`src/rtl/mem_arbiter.sv`:
```
// Two-requester round-robin arbiter in front of a single memory slave.
// One outstanding transaction at a time; a stalled slave gets an error completion
// after TIMEOUT busy cycles.
module mem_arbiter #(
  parameter int unsigned TIMEOUT = 1023
) (
  input  logic        clock,
  input  logic        reset,
  // requester 0
  input  logic        m0_valid,
  input  logic        m0_instr,
  input  logic [31:0] m0_addr,
  input  logic [31:0] m0_wdata,
  input  logic [3:0]  m0_wstrb,
  output logic [31:0] m0_rdata,
  output logic        m0_error,
  output logic        m0_ready,
  // requester 1
  input  logic        m1_valid,
  input  logic        m1_instr,
  input  logic [31:0] m1_addr,
  input  logic [31:0] m1_wdata,
  input  logic [3:0]  m1_wstrb,
  output logic [31:0] m1_rdata,
  output logic        m1_error,
  output logic        m1_ready,
  // shared slave side
  output logic        s_valid,
  output logic        s_instr,
  output logic [31:0] s_addr,
  output logic [31:0] s_wdata,
  output logic [3:0]  s_wstrb,
  input  logic [31:0] s_rdata,
  input  logic        s_error,
  input  logic        s_ready
);

  localparam int unsigned AW = 32;
  localparam int unsigned DW = 32;
  localparam int unsigned SW = 4;
  localparam int unsigned CW = 16;

  typedef enum logic {
    IDLE = 1'b0,
    BUSY = 1'b1
  } state_t;

  state_t          state_q, state_d;
  logic            grant_q, grant_d;
  logic            ptr_q, ptr_d;
  logic [CW-1:0]   cnt_q, cnt_d;
  logic            instr_q, instr_d;
  logic [AW-1:0]   addr_q, addr_d;
  logic [DW-1:0]   wdata_q, wdata_d;
  logic [SW-1:0]   wstrb_q, wstrb_d;

  logic            win;
  logic            rsp_ready;
  logic            rsp_error;
  logic [DW-1:0]   rsp_rdata;

  // Winner: the lone valid requester, or the pointer's choice on contention
  assign win = (m0_valid && m1_valid) ? ptr_q : m1_valid;

  // State, grant, pointer, timeout counter and captured request
  always_ff @(posedge clock) begin
    if (!reset) begin
      state_q <= IDLE;
      grant_q <= 1'b0;
      ptr_q   <= 1'b0;
      cnt_q   <= '0;
      instr_q <= 1'b0;
      addr_q  <= '0;
      wdata_q <= '0;
      wstrb_q <= '0;
    end else begin
      state_q <= state_d;
      grant_q <= grant_d;
      ptr_q   <= ptr_d;
      cnt_q   <= cnt_d;
      instr_q <= instr_d;
      addr_q  <= addr_d;
      wdata_q <= wdata_d;
      wstrb_q <= wstrb_d;
    end
  end

  // Next-state logic and the completion response for the granted requester
  always_comb begin
    state_d   = state_q;
    grant_d   = grant_q;
    ptr_d     = ptr_q;
    cnt_d     = cnt_q;
    instr_d   = instr_q;
    addr_d    = addr_q;
    wdata_d   = wdata_q;
    wstrb_d   = wstrb_q;
    rsp_ready = 1'b0;
    rsp_error = 1'b0;
    rsp_rdata = '0;

    case (state_q)
      IDLE: begin
        if (m0_valid || m1_valid) begin
          state_d = BUSY;
          grant_d = win;
          cnt_d   = '0;
          if (win) begin
            instr_d = m1_instr;
            addr_d  = m1_addr;
            wdata_d = m1_wdata;
            wstrb_d = m1_wstrb;
          end else begin
            instr_d = m0_instr;
            addr_d  = m0_addr;
            wdata_d = m0_wdata;
            wstrb_d = m0_wstrb;
          end
        end
      end
      BUSY: begin
        if (s_ready) begin
          // slave response wins even on the timeout cycle
          rsp_ready = 1'b1;
          rsp_error = s_error;
          rsp_rdata = s_rdata;
          state_d   = IDLE;
          ptr_d     = ~grant_q;
        end else if (cnt_q == CW'(TIMEOUT - 1)) begin
          rsp_ready = 1'b1;
          rsp_error = 1'b1;
          state_d   = IDLE;
          ptr_d     = ~grant_q;
        end else begin
          cnt_d = cnt_q + CW'(1);
        end
      end
    endcase
  end

  // Slave-side outputs are forced quiet while reset is held
  assign s_valid = reset && (state_q == BUSY);
  assign s_instr = reset && instr_q;
  assign s_addr  = reset ? addr_q  : '0;
  assign s_wdata = reset ? wdata_q : '0;
  assign s_wstrb = reset ? wstrb_q : '0;

  // Completion is steered only to the granted requester
  assign m0_ready = reset && rsp_ready && !grant_q;
  assign m0_error = reset && rsp_error && !grant_q;
  assign m0_rdata = (reset && rsp_ready && !grant_q) ? rsp_rdata : '0;
  assign m1_ready = reset && rsp_ready && grant_q;
  assign m1_error = reset && rsp_error && grant_q;
  assign m1_rdata = (reset && rsp_ready && grant_q) ? rsp_rdata : '0;

endmodule

```
`config.mk`:
```
export PLATFORM = sky130hd
export DESIGN_NAME = mem_arbiter
export DESIGN_NICKNAME = d
export VERILOG_FILES = /design/src/rtl/mem_arbiter.sv
export SDC_FILE = /design/constraint.sdc
export NUM_CORES = 1
export LEC_CHECK = 0
export BUFFER_PORTS_ARGS = -buffer_cell sky130_fd_sc_hd__buf_2
export CORE_AREA = 5 5 120 122
export DETAILED_ROUTE_END_ITERATION = 6
export DIE_AREA = 0 0 125 127
export PLACE_DENSITY = 0.73
export SETUP_SLACK_MARGIN = 0.1
export SLEW_MARGIN = 10
export SYNTH_ARGS = -nofsm -noshare
export SYNTH_HDL_FRONTEND = slang
export SYNTH_SLANG_ARGS = --single-unit
```
`constraint.sdc`:
```
create_clock -name clock -period 2.2 [get_ports clock]
set_clock_uncertainty 0.1 [all_clocks]
set_input_delay 0.22 -clock clock [delete_from_list [all_inputs] [get_ports clock]]
set_output_delay 0.22 -clock clock [all_outputs]
set_load 0.05 [all_outputs]
```
==> impl_results.md <==
* Outcome: completed
* Total grt overflow at 0
* Max_cap viols at 0
* FF-to-FF path depth at 6
* Prevailing post-synth register cell: dfxtp_1
* Initial antenna violation count at 0
* Final worst slack at 0.0677 ns
* Syn Nets at 777
* Drt first pass iters at 4
* Final setup vio count at 0
* Most frequent cells in the layout: buf_2 (245), and2_1 (136), dfxtp_1 (85)
* Metal3 WL at 1120 um
* Fmax at 0.469 GHz
* Setup WS pre-CTS at 0.150 ns
* Top post-synthesis cells by area: dfxtp_1 (35%), and2_1 (17%), mux2i_1 (14%), a211oi_1 (11%), nor2_1 (6.1%)
* Slowest CP cell: dfxtp_1
* Hold Startpoint: m1_wdata[1]
* Cell area after synthesis at 5050 um2
* Die Wd at 125 um
* Worst setup SP type: register
* RSZ-0062 raised after global routing: true
* Slew headroom at 0.635
* Pin count of the biggest net entering global routing at 85
* Clk sinks at 88
* Synth Instances at 599
* Worst R2R Setup Slack at 0.22 ns
* Layout fillers at 1188
* CP peak stage delay at 0.46 ns
* Layout cells sized above 1 at 0.424
* M1 WL at 7520 um
* WP data required at 1.88 ns
* Crit. End Element: primary output
* DIE HEIGHT at 127 um
* Inst Count DP at 1055
* Multi-input logic area at 3140 um2
* Vias/cell at 4.96
* Worst VDD drop at 0.000326 V
* Reg area at 1770 um2
* Crit Reg-Reg Endpoint: cnt_q[14]
* Pwr/cell area at 622 nW/um2
* CTS buffer count at 9
* Min-delay worst type: primary input to register
* Via count at 5349
* First-pass GRT wire length at 26600 um
* EDFF count, synth at 0
* # IOs at 314
* Rows at 42
* Period utilisation layout at 0.969
* TritonCTS clock tree: built
* Hold path endpoint: wdata_q[1]
* CTS HTree Levels at 3
* Yosys top cell area share at 0.349
* Least-Margin Pin Slew at 0.547 ns
* Number of global-route vias before repair at 5031
* Hold Fails Final Rpt at 0
* GR Util All Layers at 0.204
* Core Area at 13100 um2
* Worst-Skew Late Latency at 0.33 ns
* Met2 WL at 8980 um
* FF-to-FF Start: cnt_q[1]
* Slew Viols, Final at 0
* Syn_area_per_cell at 8.43 um2
* Post-DP HPWL at 13000 um
* Post-synthesis sequential area ratio at 0.349
* Non-filler cells, final at 1079
* Drt total wl at 18000 um
* Diode count at 0
* Clock Tree Buf Depth at 2
* Port buffer count at 313
* Critical path class: register to primary output
* Initial Util at 0.386
* Crit path DAT at 1.81 ns
* Post-synth cell types at 50
* Ys async rst share at 0
* Yosys top cell by area: dfxtp_1
* Hold_ws at 0.120 ns
* Clk root buf: clkbuf_16
* Syn. warnings at 0
* Clock transition at path regs at 0.07 ns
* Final nets at 1076
* Final Wtd Congestion at 0.884
* Hold_buf cts at 0
* Detailed Route Iter0 Violations at 203
* Area grow syn2layout at 48.9%
* Flops & latches, synth at 88
* Post-detailed-route count of antenna-violating nets at 0
* Lkg Pwr at 3.84 nW
* Top sig layer: met4
* Final Util at 0.575
* Die Footprint at 15900 um2
* Fin crit period at 2.13 ns
* Routed WL per cell at 16.7 um
* Overall Power at 4.68 mW
* Commonest non-fill, non-tap cell in the layout: buf_2
* Critical-path maximum fanout at 7
* WHS Path Cells at 3
* DR DRC count at 0
* CP Cell Sequence: and4_1, and4b_2, o22ai_4, nor2_2, buf_6
==> worst max-delay path: cells and delay by family, from the launching register on <==
kind / cells / cell delay [ns]
buffers and inverters: 1 / 0.18
AO/OA/AOI/OAI: 1 / 0.10
AND/OR/NAND/NOR: 3 / 0.73
flip-flops: 1 / 0.46
==> routing by layer <==
| metal | global-route usage | vias up |
|---|---|---|
| li1 | - | 2720 |
| met2 | 0.353 | 193 |
| met1 | 0.258 | 2412 |
| met5 | 0 | - |
| met4 | 0.0555 | 0 |
| met3 | 0.0447 | 24 |
==> sequential cells by signal (all words and copies together) (netlist names) <==
signal / count
wstrb_q: 4
addr_q: 32
wdata_q: 32
grant_q: 1
cnt_q: 16
instr_q: 1
state_q: 1
ptr_q: 1
==> logic make-up (layout without fill, tap and decap cells) <==
| group | Yosys count | count (layout) | synth area share |
|---|---|---|---|
| DFF | 88 | 88 | 0.349 |
| buffers and inverters | 57 | 361 | 0.0473 |
| adders and majority gates | 2 | 2 | 0.00495 |
| muxes | 69 | 69 | 0.137 |
| and+or+nand+nor | 272 | 272 | 0.296 |
| AOI/OAI and AO/OA | 111 | 111 | 0.166 |
==> cell usage after synthesis (3+ instances only) <==
cell        n
nand3_1     5
buf_2      11
a211oi_1   73
clkbuf_1   32
o21ai_0     6
nor3_1      3
o21ai_1     3
and2_1    136
buf_1       6
inv_1       5
or4_1       3
a31oi_1     4
nor2_1     82
dfxtp_1    88
nand2_1    21
o32ai_1     4
nand4_1     5
mux2i_1    69
==> how the worst max path moves through the flow <==
stage	end	cells past startpoint	slack, ns	startpoint
after CTS	m1_rdata[11]	6	0.06	state_q
after global placement	m1_ready	6	0.19	cnt_q[1]
after floorplan	m0_ready	7	-0.1	cnt_q[1]
final	m0_error	5	0.07	cnt_q[8]
after global routing	m0_ready	7	-0.003	cnt_q[0]
after detailed placement	m1_ready	6	0.15	cnt_q[1]
==> stage by stage <==
stage,setup TNS (ns),area (um2)
after floorplan,-0.192,5060
after global placement,0,6840
after detailed placement,0,6840
after CTS,0,7370
after global routing,-0.00317,7520
final,0,7520
==> report_power, final <==
| part | switching [mW] | total, mW | internal (mW) |
|---|---|---|---|
| registers | 0.0596 | 1.79 | 1.73 |
| logic | 0.796 | 1.25 | 0.456 |
| clock network | 0.645 | 1.64 | 0.995 |
==> layout make-up <==
cell class	instances	area share
tap	176	0.0293
multi-input combinational	454	0.418
timing repair buffer	339	0.272
clock buffer	9	0.0299
clock inverter	7	0.0125
sequential	88	0.235
inverter	6	0.00299
==> what timing repair did <==
| item | 4_1_cts | 5_1_grt |
|---|---|---|
| pin swaps | 3 | 6 |
| gates cloned | 0 | 3 |
| endpoints found under the setup margin | 68 | 68 |
| resized for setup | 77 | 27 |
| buffers inserted | 1 | 4 |
No activity file was read; power rests on OpenSTA's default activity.
